`src/rtl/conv_window_scheduler_pkg.sv`:
```
// Shared codes for the conv/pool window schedulers.
// Loader slice modes, FSM states and default sizes.
package conv_window_scheduler_pkg;

  localparam int DEF_KSW   = 4;
  localparam int DEF_MAX_K = 7;
  localparam int DEF_WAW   = 6;
  localparam int DEF_TMO   = 1024;

  typedef enum logic [1:0] {
    LD_FULL    = 2'd0,
    LD_SHIFT_X = 2'd1,
    LD_SHIFT_Y = 2'd2
  } ld_mode_e;

  typedef enum logic [2:0] {
    S_IDLE,
    S_CLR,
    S_LOAD,
    S_DRAIN,
    S_WAIT,
    S_FIN
  } state_e;

endpackage

```
`src/rtl/conv_window_scheduler_snake.sv`:
```
// Snake-order KxK kernel walker: kx/ky, row direction,
// last-window flag and the move that produced the current window.
module kernel_snake_counter
  import conv_window_scheduler_pkg::*;
#(
  parameter int KW = DEF_KSW
) (
  input  logic          clk,
  input  logic          rst,
  input  logic          clr,
  input  logic          step,
  input  logic [KW-1:0] k,
  output logic [KW-1:0] kx,
  output logic [KW-1:0] ky,
  output logic          last,
  output ld_mode_e      mv
);

  logic          rev;
  logic          row_end;
  logic [KW-1:0] k_m1;

  assign k_m1    = k - KW'(1);
  assign row_end = rev ? (kx == '0) : (kx == k_m1);
  assign last    = row_end && (ky == k_m1);

  // At a row end kx holds and the walk turns around.
  always_ff @(posedge clk or negedge rst) begin
    if (!rst) begin
      kx  <= '0;
      ky  <= '0;
      rev <= 1'b0;
      mv  <= LD_FULL;
    end else if (clr) begin
      kx  <= '0;
      ky  <= '0;
      rev <= 1'b0;
      mv  <= LD_FULL;
    end else if (step) begin
      if (row_end) begin
        ky  <= ky + KW'(1);
        rev <= !rev;
        mv  <= LD_SHIFT_Y;
      end else begin
        kx <= rev ? kx - KW'(1) : kx + KW'(1);
        mv <= LD_SHIFT_X;
      end
    end
  end

endmodule

```
`src/rtl/conv_window_scheduler.sv`:
```
// Sequences one PE-array convolution pass: clear, snake-walk
// the kernel windows, lagged weight reads, wait for result.
module conv_window_scheduler
  import conv_window_scheduler_pkg::*;
#(
  parameter int KERNEL_SIZE_WIDTH = DEF_KSW,
  parameter int MAX_K             = DEF_MAX_K,
  parameter int W_ADDR_WIDTH      = DEF_WAW,
  parameter int WAIT_TIMEOUT      = DEF_TMO
) (
  input  logic                         clk,
  input  logic                         rst,
  input  logic                         start,
  input  logic [KERNEL_SIZE_WIDTH-1:0] cfg_kernel_size,
  input  logic [1:0]                   cfg_activation,
  input  logic                         cfg_op_type,
  output logic                         busy,
  output logic                         done,
  output logic                         err,
  output logic                         ld_valid,
  output logic [1:0]                   ld_mode,
  output logic [KERNEL_SIZE_WIDTH-1:0] ld_kx,
  output logic [KERNEL_SIZE_WIDTH-1:0] ld_ky,
  output logic                         w_rd_en,
  output logic [W_ADDR_WIDTH-1:0]      w_rd_addr,
  output logic                         pe_rst,
  output logic                         pe_op_type,
  output logic [KERNEL_SIZE_WIDTH-1:0] pe_kernel_size,
  output logic [1:0]                   pe_activation,
  input  logic                         pe_result_ready
);

  localparam int KW = KERNEL_SIZE_WIDTH;
  localparam int AW = W_ADDR_WIDTH;
  localparam int TW = $clog2(WAIT_TIMEOUT + 1);

  state_e          state_q, state_d;
  logic [KW-1:0]   k_q;
  logic [1:0]      act_q;
  logic            op_q;
  logic            err_q;
  logic            pe_rst_q;
  logic            w_en_q;
  logic [AW-1:0]   w_addr_q;
  logic [TW-1:0]   tmo_q;
  logic            k_bad;
  logic            tmo_hit;
  logic            snk_clr;
  logic            snk_step;
  logic            snk_last;
  ld_mode_e        snk_mv;
  logic [KW-1:0]   kx, ky;
  logic [AW-1:0]   addr;

  kernel_snake_counter #(.KW(KW)) u_snake (
    .clk  (clk),
    .rst  (rst),
    .clr  (snk_clr),
    .step (snk_step),
    .k    (k_q),
    .kx   (kx),
    .ky   (ky),
    .last (snk_last),
    .mv   (snk_mv)
  );

  assign k_bad   = (cfg_kernel_size == '0) ||
                   (cfg_kernel_size > KW'(MAX_K));
  assign tmo_hit = (tmo_q == TW'(WAIT_TIMEOUT - 1));
  assign addr    = AW'(ky) * AW'(k_q) + AW'(kx);

  always_comb begin
    state_d  = state_q;
    snk_clr  = 1'b0;
    snk_step = 1'b0;
    ld_valid = 1'b0;
    ld_mode  = LD_FULL;
    unique case (state_q)
      S_IDLE: begin
        if (start) state_d = k_bad ? S_FIN : S_CLR;
      end
      S_CLR: begin
        snk_clr = 1'b1;
        state_d = S_LOAD;
      end
      S_LOAD: begin
        ld_valid = 1'b1;
        ld_mode  = snk_mv;
        snk_step = !snk_last;
        if (snk_last) state_d = S_DRAIN;
      end
      S_DRAIN: state_d = S_WAIT;
      S_WAIT: begin
        if (pe_result_ready || tmo_hit) state_d = S_FIN;
      end
      S_FIN:   state_d = S_IDLE;
      default: state_d = S_IDLE;
    endcase
  end

  always_ff @(posedge clk or negedge rst) begin
    if (!rst) begin
      state_q  <= S_IDLE;
      k_q      <= '0;
      act_q    <= '0;
      op_q     <= 1'b0;
      err_q    <= 1'b0;
      pe_rst_q <= 1'b0;
      w_en_q   <= 1'b0;
      w_addr_q <= '0;
      tmo_q    <= '0;
    end else begin
      state_q  <= state_d;
      pe_rst_q <= (state_d != S_CLR);
      // Weight for a window is presented one cycle after its data.
      w_en_q   <= (state_q == S_LOAD);
      if (state_q == S_LOAD) w_addr_q <= addr;
      tmo_q    <= (state_q == S_WAIT) ? tmo_q + TW'(1) : '0;
      if (state_q == S_IDLE && start) begin
        k_q   <= cfg_kernel_size;
        act_q <= cfg_activation;
        op_q  <= cfg_op_type;
        err_q <= k_bad;
      end else if (state_q == S_WAIT && !pe_result_ready && tmo_hit) begin
        err_q <= 1'b1;
      end
    end
  end

  assign busy           = (state_q != S_IDLE);
  assign done           = (state_q == S_FIN);
  assign err            = err_q;
  assign ld_kx          = kx;
  assign ld_ky          = ky;
  assign w_rd_en        = w_en_q;
  assign w_rd_addr      = w_addr_q;
  assign pe_rst         = pe_rst_q;
  assign pe_op_type     = op_q;
  assign pe_kernel_size = k_q;
  assign pe_activation  = act_q;

endmodule

```
`config.mk`:
```
export PLATFORM = sky130hd
export DESIGN_NAME = conv_window_scheduler
export DESIGN_NICKNAME = d
export VERILOG_FILES = /design/src/rtl/conv_window_scheduler_pkg.sv /design/src/rtl/conv_window_scheduler_snake.sv /design/src/rtl/conv_window_scheduler.sv
export SDC_FILE = /design/constraint.sdc
export NUM_CORES = 1
export LEC_CHECK = 0
export BUFFER_PORTS_ARGS = -buffer_cell sky130_fd_sc_hd__buf_2
export CAP_MARGIN = 5
export CORE_MARGIN = 1
export CORE_UTILIZATION = 45
export DETAILED_ROUTE_END_ITERATION = 16
export PLACE_DENSITY = 0.63
export SETUP_SLACK_MARGIN = 0.02
export SYNTH_ARGS = -nofsm -noshare
export SYNTH_HDL_FRONTEND = slang
export SYNTH_HIERARCHICAL = 1
export SYNTH_SLANG_ARGS = --single-unit
```
`constraint.sdc`:
```
create_clock -name clk -period 4.5 [get_ports clk]
set_input_delay 0.9 -clock clk [delete_from_list [all_inputs] [get_ports clk]]
set_output_delay 0.9 -clock clk [all_outputs]
set_load 0.01 [all_outputs]
```
Word level (Yosys, flattened, before mapping):

Index checks and enable logic that the tools add are counted.
W data, S select, Z words.

* register bits: 41
* latch bits: 0
* RAM bits: 0
* memory bits (read-only): 0
* bits of input ports: 11
* output and inout bits: 29
* memories kept: 0

* add/subtract/negate cells: 6
* multiply operators: 1
* divide/modulo/power cells: 0
* $lt $le $gt $ge: 1
* equal/unequal tests: 10
* shift operators: 0
* multiplexer cells: 26
* bitwise operators: 0
* reductions and logical operators: 18

Operators by type and width (number)
* $mux W4: 7
* $pmux W3 S5: 1
* $mux W3: 4
* $add A11 B1 Y11 const B: 1
* $eq A11 B10 Y1 const B: 1
* $mux W11: 1
* $mux W1: 9
* $add A4 B1 Y4 const B: 2
* $eq A4 B4 Y1: 2
* $logic_not A4 Y1: 2
* $mux W2: 4
* $sub A4 B1 Y4 const B: 2
* $add A6 B4 Y6: 1
* $eq A3 B2 Y1 const B: 2
* $eq A3 B3 Y1 const B: 2
* $mul A4 B4 Y6: 1
* $reduce_bool A2 Y1: 3
* $gt A4 B3 Y1 const B: 1
* $logic_and A1 B1 Y1: 4
* $reduce_and A2 Y1: 2
* $eq A3 B1 Y1 const B: 1
* $logic_not A1 Y1: 3
* $logic_not A3 Y1: 1
* $ne A3 B1 Y1 const B: 1
* 3 further kinds: 4

Logic depth before layout (Yosys ltp):

Gate-level depths: netlist (run 1).

* depth in word-level cells: 8
* gate-level depth with buffers: 13
* gate-level depth less buffers: 13

By module:

The synthesis (run 1) kept the hierarchy.

Modules (own cells, without submodules)
* conv_window_scheduler: times used 1, cells an instance 159, area each 1801.7 µm², sequential area each 750.7 µm²
* kernel_snake_counter: times used 1, cells an instance 73, area each 782.0 µm², sequential area each 275.3 µm²

Least setup slack after synthesis (run 1):

No wires, ideal clock.

* path kind: register to register
* start: register u_snake.ky[0]
* end: register w_addr_q[5] (netlist: w_rd_addr[5])
* library setup time: 77 ps
* arrival time: 3279 ps
* data required time: 4423 ps
* path slack: 1144 ps
* cell stages (with the launch flop): 11
* path buffers: 0
* clock period less this slack: 3356 ps
* cells stage by stage: dfrtp_1 -> nand2_1 -> fa_1 -> fa_1 -> fa_1 -> inv_1 -> ha_1 -> a21o_1 -> a21oi_1 -> xnor3_1 -> a21oi_1

* longest elaborated chain between the ends: 2

Ends and longest elaborated chain
* from (decl): RTL line conv_window_scheduler_snake.sv:14 `output logic [KW-1:0] ky,`
* from (signal assigned): RTL line conv_window_scheduler_snake.sv:41 `ky <= ky + KW'(1);`
* $mul A4 B4 Y6: RTL line conv_window_scheduler.sv:70 `assign addr = AW'(ky) * AW'(k_q) + AW'(kx);`
* $add A6 B4 Y6: RTL line conv_window_scheduler.sv:70
* to (signal assigned): RTL line conv_window_scheduler.sv:117 `if (state_q == S_LOAD) w_addr_q <= addr;`
* to (decl): RTL line conv_window_scheduler.sv:44 `logic [AW-1:0] w_addr_q;`

No other way between the ends.
A chain may end at the register's enable or synchronous reset.

Final worst setup path (run 1):

Ends and elaborated chain as after synthesis.

==> results of run 1 <==
-- power by group through the flow --
stage                     Sequential (W)  Combinational, W  Clock (W)
final                           0.000642          0.000826   0.000299
after global routing            0.000670          0.000907   0.000325
after CTS                       0.000646          0.000837   0.000308
after detailed placement        0.000653          0.000831          0
after global placement          0.000653          0.000822          0
after floorplan                 0.000652          0.000611          0
-- registers in the layout, summed over array words and instances, names as in the netlist --
signal / count
u_snake/mv: 2
w_rd_addr: 6
tmo_q: 11
pe_rst: 1
pe_activation: 2
u_snake/rev: 1
pe_op_type: 1
u_snake/ky: 4
err: 1
w_rd_en: 1
state_q: 3
u_snake/kx: 4
pe_kernel_size: 4
-- cell type report --
cell class                 instances  area [sq um]
fill                             489          2550
multi-input combinational        171          1460
sequential                        41          1030
timing repair buffer              40           203
tap                               72          90.1
clock buffer                       6          72.6
inverter                          16          60.1
clock inverter                     2          38.8
-- layer usage --
metal | up-vias | track usage, % | part of all wire (%)
met1 | 859 | 23.7 | 50
met2 | 30 | 29.6 | 46
met3 | 7 | 3.29 | 3.0
met5 | - | 0 | 0
met4 | 0 | 5.09 | 1.2
li1 | 873 | - | -
-- through the flow --
step / instance area, sq um / worst slack (ps) / instances / util [%]
6_report: 2950 / 960 / 348 / 53.6
5_1_grt: 2950 / 738 / 348 / 53.6
3_3_place_gp: 2840 / 976 / 340 / 51.6
3_5_place_dp: 2840 / 939 / 340 / 51.6
2_1_floorplan: 2580 / 1140 / 232 / -
4_1_cts: 2950 / 917 / 348 / 53.6
-- critical path, cell delays in order, from the launching register on --
cell	delay (ps)
dfrtp_1	530
nand2_1	130
fa_1	530
fa_1	510
fa_1	510
inv_1	40
ha_1	330
a21o_1	180
a21oi_1	160
xnor3_1	400
a21oi_1	150
-- worst max-delay path by stage --
| stage | slack (ps) | depth (start not counted) | to |
|---|---|---|---|
| 3_5_place_dp | 940 | 10 | w_rd_addr[5] |
| 3_3_place_gp | 980 | 10 | w_rd_addr[5] |
| 4_1_cts | 920 | 10 | w_rd_addr[5] |
| 5_1_grt | 740 | 10 | w_rd_addr[5] |
| 6_report | 960 | 10 | w_rd_addr[5] |
| 2_1_floorplan | 1140 | 10 | w_rd_addr[5] |
-- cells in the final DEF (no fill, tap or decap), drive strengths merged, types with 2 or more instances in the layout --
| cell type | instances |
|---|---|
| xnor3 | 2 |
| nor3 | 5 |
| dfrtp | 41 |
| o21ai | 2 |
| mux2i | 2 |
| nand4 | 3 |
| mux2 | 11 |
| xnor2 | 14 |
| a21oi | 11 |
| nand3 | 5 |
| inv | 16 |
| buf | 40 |
| and4 | 2 |
| xor2 | 11 |
| nand2 | 14 |
| a21o | 4 |
| a211oi | 4 |
| nor2 | 28 |
| or3 | 3 |
| clkbuf | 6 |
| ha | 16 |
| and2 | 9 |
| nor2b | 2 |
| fa | 7 |
-- cells by family (layout without fill, tap and decap cells) --
logic type | count (synthesis) | in the layout | share of synthesized area, %
xor+xnor | 28 | 28 | 11.2
fa+ha+maj | 23 | 23 | 13.2
flops | 41 | 41 | 39.7
compound gates | 27 | 27 | 8.18
simple gates | 80 | 80 | 17.6
mux | 13 | 13 | 6.44
buf+inv | 20 | 64 | 3.68
==> impl_metrics.py, run 1 <==
metrics = {
    "grt": {
        "globalRouteOverflowTotal": 0,
        "grt_pass1_vias": 1785,
        "track_usage_pct": 17.8,
        "antenna_found_initial": 0,
        "grt_max_degree": 42,
        "grt_first_pass_wirelength_mm": 8.47,
    },
    "logic_synthesis": {
        "syn_inst": 232,
        "synth_area_sq_mm": 0.00258,
        "synth_top_area_share_pct": 39.7,
        "yosysWarnings": 6,
        "seq_area_frac_synth_pct": 39.7,
        "synthDistinctLibCells": 49,
        "ys_ff_latch": 41,
        "synthTopCellsByCount": "41 x dfrtp_1, 27 x nor2_1, 16 x ha_1, 16 x inv_1",
        "synth_edf_count": 0,
        "synth_most_common_cell": "dfrtp_1",
        "synth_top_area_cell": "dfrtp_1",
        "synth.area.top_cells": "dfrtp_1 40%, ha_1 7.7%, fa_1 5.4%",
        "synth_area_per_cell_sq_um": 11.1,
        "synthArstFlopShare_pct": 100,
        "synthFlopType": "dfrtp_1",
        "syn_nets": 266,
    },
    "layout": {
        "layout.nets": 309,
        "diodes": 0,
        "area_growth_pct": 14.3,
        "drive_gt1_share_pct": 26.8,
    },
    "timing": {
        "finalCritPeriodShare_pct": 78.7,
        "rsz0062_at_grt": "false",
        "tightest_slew_ps": 920,
        "timing.hold.ws_ps": 487,
        "fmax_ghz": 0.283,
        "fin_tns_setup_ps": 0,
        "setup-violations-final": 0,
        "finClkSkew_ps": 3.69,
        "slew_viol_final": 0,
        "hold_viol": 0,
        "period_minus_slack_ps": 3540,
        "slew_headroom_pct": 38.7,
    },
    "detailed_routing": {
        "drc": 0,
        "dr.pass1.iters": 4,
        "via_per_inst": 5.08,
        "drt.antenna.violating_nets": 0,
        "wl_per_cell_microns": 13.5,
        "num_vias": 1769,
        "wl_mm": 4.70,
        "drtIter0Drc": 62,
    },
    "placement": {
        "portBuffers": 39,
        "hpwl_mm": 3.38,
        "place.gp.congestion": 0.775,
    },
    "clocking": {
        "cts_tree": "built",
        "htreeDepth": 2,
        "insertion_delay_ps": 290,
        "post-cts-setup-buffers": 0,
        "cts_sinks": 41,
        "cts.clk_slew.worst_paths_ps": 80,
        "cts_hold_buf": 0,
        "cts_buffers": 5,
        "cts-resized-gates": 0,
        "cts_buffer_depth": 2,
        "root_buffer": "clkbuf_8",
    },
    "die": {
        "die-area_sq_mm": 0.00605,
        "pin_count": 40,
        "row_count": 27,
        "start_util_pct": 46.9,
        "core_sq_mm": 0.00551,
        "die_x_microns": 77.8,
        "die_y_microns": 77.8,
    },
    "power_and_ir_drop": {
        "sw_frac_of_total_pct": 40.2,
        "p_int_w": 0.00106,
        "p_seq_share_pct": 36.3,
        "ir_drop_v": 0.000311,
        "pwr-share-comb_pct": 46.7,
        "p_leak_nw": 1.44,
        "cellPowerDensity_mw_per_mm2": 599,
        "switchingPower_w": 0.000711,
        "total_power_w": 0.00177,
        "clkPwrFrac_pct": 16.9,
    },
    "min_path": {
        "min-delay-start": "tmo_q[0]",
        "hold-path-endpoint": "tmo_q[0]",
        "hold_path.class": "reg2reg",
        "hold_depth": 1,
    },
    "setup_path": {
        "startpoint_type": "register",
        "required_ps": 4720,
        "r2r-start": "u_snake/ky[0]",
        "reg2reg_to": "w_rd_addr[5]",
        "crit_fanout": 9,
        "critical_path_class": "reg2reg",
        "crit_path_end_kind": "register",
        "reg2reg_slack_ps": 960,
        "crit_start": "u_snake/ky[0]",
        "arrival_ps": 3760,
        "rr_worst_depth": 10,
    },
    "outcome": {
        "status": "finished clean",
    },
    "flow_run": {
        "maxCapViolations": 0,
    },
}
(Power assumes the default switching activity.)
==> run 2, diff against run 1 <==
--- a/config.mk
+++ b/config.mk
@@ -10,7 +10,7 @@
 export CORE_MARGIN = 1
 export CORE_UTILIZATION = 45
 export DETAILED_ROUTE_END_ITERATION = 16
-export PLACE_DENSITY = 0.63
+export PLACE_DENSITY = 0.65
 export SETUP_SLACK_MARGIN = 0.02
 export SYNTH_ARGS = -nofsm -noshare
 export SYNTH_HDL_FRONTEND = slang
==> constraint.sdc (replaced) <==
create_clock -name clk -period 2.9 [get_ports clk]
set_input_delay 0.58 -clock clk [delete_from_list [all_inputs] [get_ports clk]]
set_output_delay 0.58 -clock clk [all_outputs]
set_load 0.01 [all_outputs]
==> impl_metrics.py, run 2 (synthesis results as in run 1) <==
metrics = {
    "clocking": {
        "root_buffer": "clkbuf_8",
        "cts_hold_buf": 0,
        "cts_tree": "built",
        "cts_buffers": 5,
        "cts.clk_slew.worst_paths_ps": 90,
        "cts_buffer_depth": 2,
        "htreeDepth": 2,
        "cts_sinks": 41,
        "insertion_delay_ps": 300,
    },
    "die": {
        "core_sq_mm": 0.00551,
        "row_count": 27,
        "die_y_microns": 77.8,
        "pin_count": 40,
        "start_util_pct": 46.9,
        "die_x_microns": 77.8,
        "die-area_sq_mm": 0.00605,
    },
    "layout": {
        "diodes": 0,
        "top_register": "tmo_q",
        "final_util_pct": 57.7,
        "mostFrequentLayoutCell": "buf_2",
        "final_cell_mix": "39 x buf_2, 34 x dfrtp_1, 26 x nor2_1",
        "area_growth_pct": 23.0,
        "largest_reg_flops": 11,
        "stdcell_area_sq_mm": 0.00318,
        "drive_gt1_share_pct": 38.5,
        "layout.nets": 329,
        "fillers": 502,
    },
    "outcome": {
        "status": "complete, but fails checks",
        "violations": "negative setup slack",
    },
    "timing": {
        "setup-violations-final": 1,
        "rsz0062_at_grt": "true",
        "finalCritPeriodShare_pct": 101,
        "slew_viol_final": 0,
        "setup_slack_ps": -34.2,
        "fin_tns_setup_ps": -34.2,
        "period_minus_slack_ps": 2930,
        "tightest_slew_ps": 910,
        "fmax_ghz": 0.341,
        "slew_headroom_pct": 39.3,
        "hold_viol": 0,
        "finClkSkew_ps": 10.4,
    },
    "grt": {
        "grt_first_pass_wirelength_mm": 8.80,
        "antenna_found_initial": 0,
        "grt_pass1_vias": 1927,
        "track_usage_pct": 18.8,
        "grt_max_degree": 42,
        "globalRouteOverflowTotal": 0,
    },
    "flow_run": {
        "maxCapViolations": 0,
    },
    "detailed_routing": {
        "routed-wl-met2_mm": 2.53,
        "drt.antenna.violating_nets": 0,
        "met1Wirelength_mm": 2.38,
        "dr.pass1.iters": 4,
        "drc": 0,
        "via_per_inst": 5.06,
        "wl_met3_microns": 180,
        "drtIter0Drc": 62,
        "wl_per_cell_microns": 14.1,
        "num_vias": 1863,
        "highest_layer": "met4",
        "wl_mm": 5.17,
    },
    "power_and_ir_drop": {
        "total_power_w": 0.00306,
        "p_leak_nw": 1.55,
        "switchingPower_w": 0.00120,
        "pwr-share-comb_pct": 54.0,
        "p_int_w": 0.00186,
        "clkPwrFrac_pct": 15.2,
        "cellPowerDensity_mw_per_mm2": 963,
        "ir_drop_v": 0.000580,
        "sw_frac_of_total_pct": 39.2,
        "p_seq_share_pct": 30.8,
    },
    "setup_path": {
        "critical_path_class": "reg2reg",
        "crit_path_end_kind": "register",
        "required_ps": 3130,
        "arrival_ps": 3160,
        "crit_slowest_cell": "fa_1",
        "critPathMaxStageDelay_ps": 500,
        "cp_cell_sequence": "and2_1 -> ha_1 -> ha_1 -> fa_1 -> fa_1 -> a21o_1 -> a21oi_2 -> xnor3_1 -> a21oi_2",
        "crit_fanout": 4,
        "startpoint_type": "register",
    },
    "placement": {
        "place.gp.congestion": 0.740,
        "postPlaceCellArea_sq_mm": 0.00301,
        "portBuffers": 39,
        "hpwl_mm": 3.77,
    },
    "min_path": {
        "hold_path.class": "in2async",
    },
}
## run 2: changes by cell type in the layout (fill, tap and decap cells not counted), sizes merged
cell,change
buf,+20
## run 2: power groups by stage
stage               Combinational, W  Sequential [W]  Clock [W]
floorplan                   0.000975         0.00102          0
global placement             0.00154        0.000948          0
detailed placement           0.00157        0.000954          0
CTS                          0.00159        0.000941   0.000482
global route                 0.00181        0.000974   0.000504
finish                       0.00165        0.000941   0.000465
## run 2: final timing paths
path                          startpoint                end  slack [ps]  cells after the start
setup / recovery           u_snake/ky[0]       w_rd_addr[5]         -30                      9
hold / removal                       rst       w_rd_addr[5]         410                      1
setup reg to reg           u_snake/ky[0]       w_rd_addr[5]         -30                      9
hold reg to reg                 tmo_q[0]           tmo_q[0]         500                      1
max in group asynchronous            rst  pe_kernel_size[2]        1860                      1
min in group clk                tmo_q[0]           tmo_q[0]         500                      1
## run 2: routing by layer
layer	GRT usage, %	vias to the layer above
met5	0	-
met4	6.79	0
met3	4.00	10
met2	31.2	36
met1	24.1	904
li1	-	913
## run 2: layout make-up
cell class                 count  area [sq um]  share of cell area [%]
clock inverter                 2          38.8                    1.22
clock buffer                   6          72.6                    2.28
inverter                      16          60.1                    1.89
multi-input combinational    171          1520                    48.0
timing repair buffer          60           357                    11.2
tap                           72          90.1                    2.84
sequential                    41          1030                    32.6
## run 2: critical path: cells and delay by family, from the launching register on
kind            cells  cell delay (ps)
simple gates        1              170
flops               1              430
compound gates      3              460
fa+ha+maj           4             1570
xor+xnor            1              230
## run 2: per-stage QoR
stage | worst slack [ps] | hold slack (ps) | cells
2_1_floorplan | -37.8 | 284 | 232
3_3_place_gp | 3.50 | 470 | 357
3_5_place_dp | -91.4 | 477 | 357
4_1_cts | -42.8 | 446 | 366
5_1_grt | -157 | 497 | 368
6_report | -34.2 | 412 | 368
## run 2: what timing repair did
action                                  4_1_cts  5_1_grt
endpoints found under the setup margin        2       10
gates resized for setup                       1        8
pin swaps                                     3        6
setup buffers                                 1        2
hold endpoints to repair                      0        0
==> run 3, diff against run 2 <==
--- a/config.mk
+++ b/config.mk
@@ -5,7 +5,7 @@
 export SDC_FILE = /design/constraint.sdc
 export NUM_CORES = 1
 export LEC_CHECK = 0
-export BUFFER_PORTS_ARGS = -buffer_cell sky130_fd_sc_hd__buf_2
+export BUFFER_PORTS_ARGS = -buffer_cell sky130_fd_sc_hd__clkbuf_2
 export CAP_MARGIN = 5
 export CORE_MARGIN = 1
 export CORE_UTILIZATION = 45
==> impl_metrics.py, run 3 (synthesis results as in run 1) <==
metrics = {
    "grt": {
        "antenna_found_initial": 0,
        "grt_pass1_vias": 1838,
        "track_usage_pct": 18.3,
        "grt_max_degree": 26,
        "globalRouteOverflowTotal": 0,
        "grt_first_pass_wirelength_mm": 8.66,
    },
    "outcome": {
        "violations": "negative setup slack",
        "status": "complete, but fails checks",
    },
    "power_and_ir_drop": {
        "pwr-share-comb_pct": 54.2,
        "clkPwrFrac_pct": 15.5,
        "ir_drop_v": 0.000486,
        "p_int_w": 0.00191,
        "p_leak_nw": 1.56,
        "cellPowerDensity_mw_per_mm2": 967,
        "p_seq_share_pct": 30.3,
        "switchingPower_w": 0.00120,
        "sw_frac_of_total_pct": 38.6,
        "total_power_w": 0.00312,
    },
    "timing": {
        "period_minus_slack_ps": 2920,
        "timing.hold.ws_ps": 220,
        "fmax_ghz": 0.342,
        "finClkSkew_ps": 4.43,
        "setup-violations-final": 2,
        "rsz0062_at_grt": "true",
        "tightest_slew_ps": 657,
        "hold_viol": 0,
        "finalCritPeriodShare_pct": 101,
        "slew_headroom_pct": 56.1,
        "slew_viol_final": 0,
        "setup_slack_ps": -20.8,
    },
    "layout": {
        "largest_reg_flops": 11,
        "final_cell_mix": "39 x clkbuf_2, 34 x dfrtp_1, 27 x nor2_1",
        "mostFrequentLayoutCell": "clkbuf_2",
        "layout.nets": 334,
        "drive_gt1_share_pct": 39.9,
        "top_register": "tmo_q",
        "area_growth_pct": 24.7,
        "diodes": 0,
    },
    "die": {
        "pin_count": 40,
        "die_x_microns": 77.8,
        "die-area_sq_mm": 0.00605,
        "row_count": 27,
        "start_util_pct": 46.9,
        "core_sq_mm": 0.00551,
        "die_y_microns": 77.8,
    },
    "setup_path": {
        "required_ps": 3120,
        "crit_path_end_kind": "register",
        "arrival_ps": 3140,
        "startpoint_type": "register",
        "critical_path_class": "reg2reg",
        "crit_fanout": 4,
    },
    "clocking": {
        "cts_tree": "built",
        "cts_sinks": 41,
        "root_buffer": "clkbuf_8",
        "htreeDepth": 2,
        "cts_buffer_depth": 2,
        "cts_buffers": 5,
        "cts.clk_slew.worst_paths_ps": 80,
        "insertion_delay_ps": 290,
    },
    "detailed_routing": {
        "wl_mm": 5.12,
        "drt.antenna.violating_nets": 0,
        "drtIter0Drc": 72,
        "drc": 0,
        "wl_per_cell_microns": 13.7,
        "dr.pass1.iters": 4,
        "via_per_inst": 4.98,
        "num_vias": 1859,
    },
    "flow_run": {
        "maxCapViolations": 0,
    },
    "placement": {
        "place_ws_ps": -68.9,
        "hpwl_mm": 3.83,
        "place.gp.congestion": 0.734,
        "portBuffers": 39,
    },
    "min_path": {
        "hold_path.class": "in2async",
    },
}
==> run 3: repair_timing <==
action	in CTS	in global routing
hold buffers	0	0
cloned	0	0
endpoints found under the setup margin	2	12
resized for setup	1	7
setup buffers	1	6
pin swaps	2	6
==> run 3: per-layer routing <==
metal | track usage [%] | share of wire (%) | vias to the layer above
met5 | 0 | 0 | -
met4 | 5.28 | 0.98 | 0
met3 | 2.94 | 2.0 | 4
met2 | 30.1 | 49 | 23
met1 | 25.0 | 48 | 908
li1 | - | - | 924
==> run 3: path summary, 6_finish.rpt <==
kind | from | end | slack (ps) | cells past startpoint
worst max-delay path | pe_kernel_size[2] | w_rd_addr[5] | -20 | 10
worst min-delay path | rst | u_snake/kx[3] | 220 | 1
worst max register to register | pe_kernel_size[2] | w_rd_addr[5] | -20 | 10
worst min register to register | tmo_q[0] | tmo_q[0] | 480 | 1
max in group asynchronous | rst | state_q[0] | 2000 | 2
min in group clk | tmo_q[0] | tmo_q[0] | 480 | 1
==> run 3: worst max-delay path, stage by stage (launching register included) <==
cell	delay, ps
dfrtp_2	390
nand2_1	70
fa_1	520
fa_1	430
fa_1	510
inv_2	50
ha_4	240
a21o_1	170
a21oi_2	120
xnor3_1	230
a21oi_1	130
==> run 3: through the flow <==
step                util (%)  cells  instance area, sq um  TNS [ps]
finish                  58.5    373                  3220     -36.1
global route            58.5    373                  3220      -278
CTS                     57.1    367                  3150     -42.4
detailed placement      54.8    358                  3020     -68.9
global placement        54.8    358                  3020         0
floorplan                  -    232                  2630     -37.8
==> run 3: final cells by class <==
class,count,area (sq um)
well taps,72,90.1
flip-flops and latches,41,1030
fillers,497,2280
repair buffers,65,390
clock buffers,6,82.6
clock inverters,2,37.5
inverters,16,60.1
multi-input cells,171,1530
==> run 3: power by group through the flow <==
stage	Combinational [W]	Clock [W]	Sequential, W
global route	0.00184	0.000523	0.000983
floorplan	0.000975	0	0.00102
detailed placement	0.00157	0	0.000960
finish	0.00169	0.000484	0.000944
global placement	0.00154	0	0.000952
CTS	0.00159	0.000501	0.000948
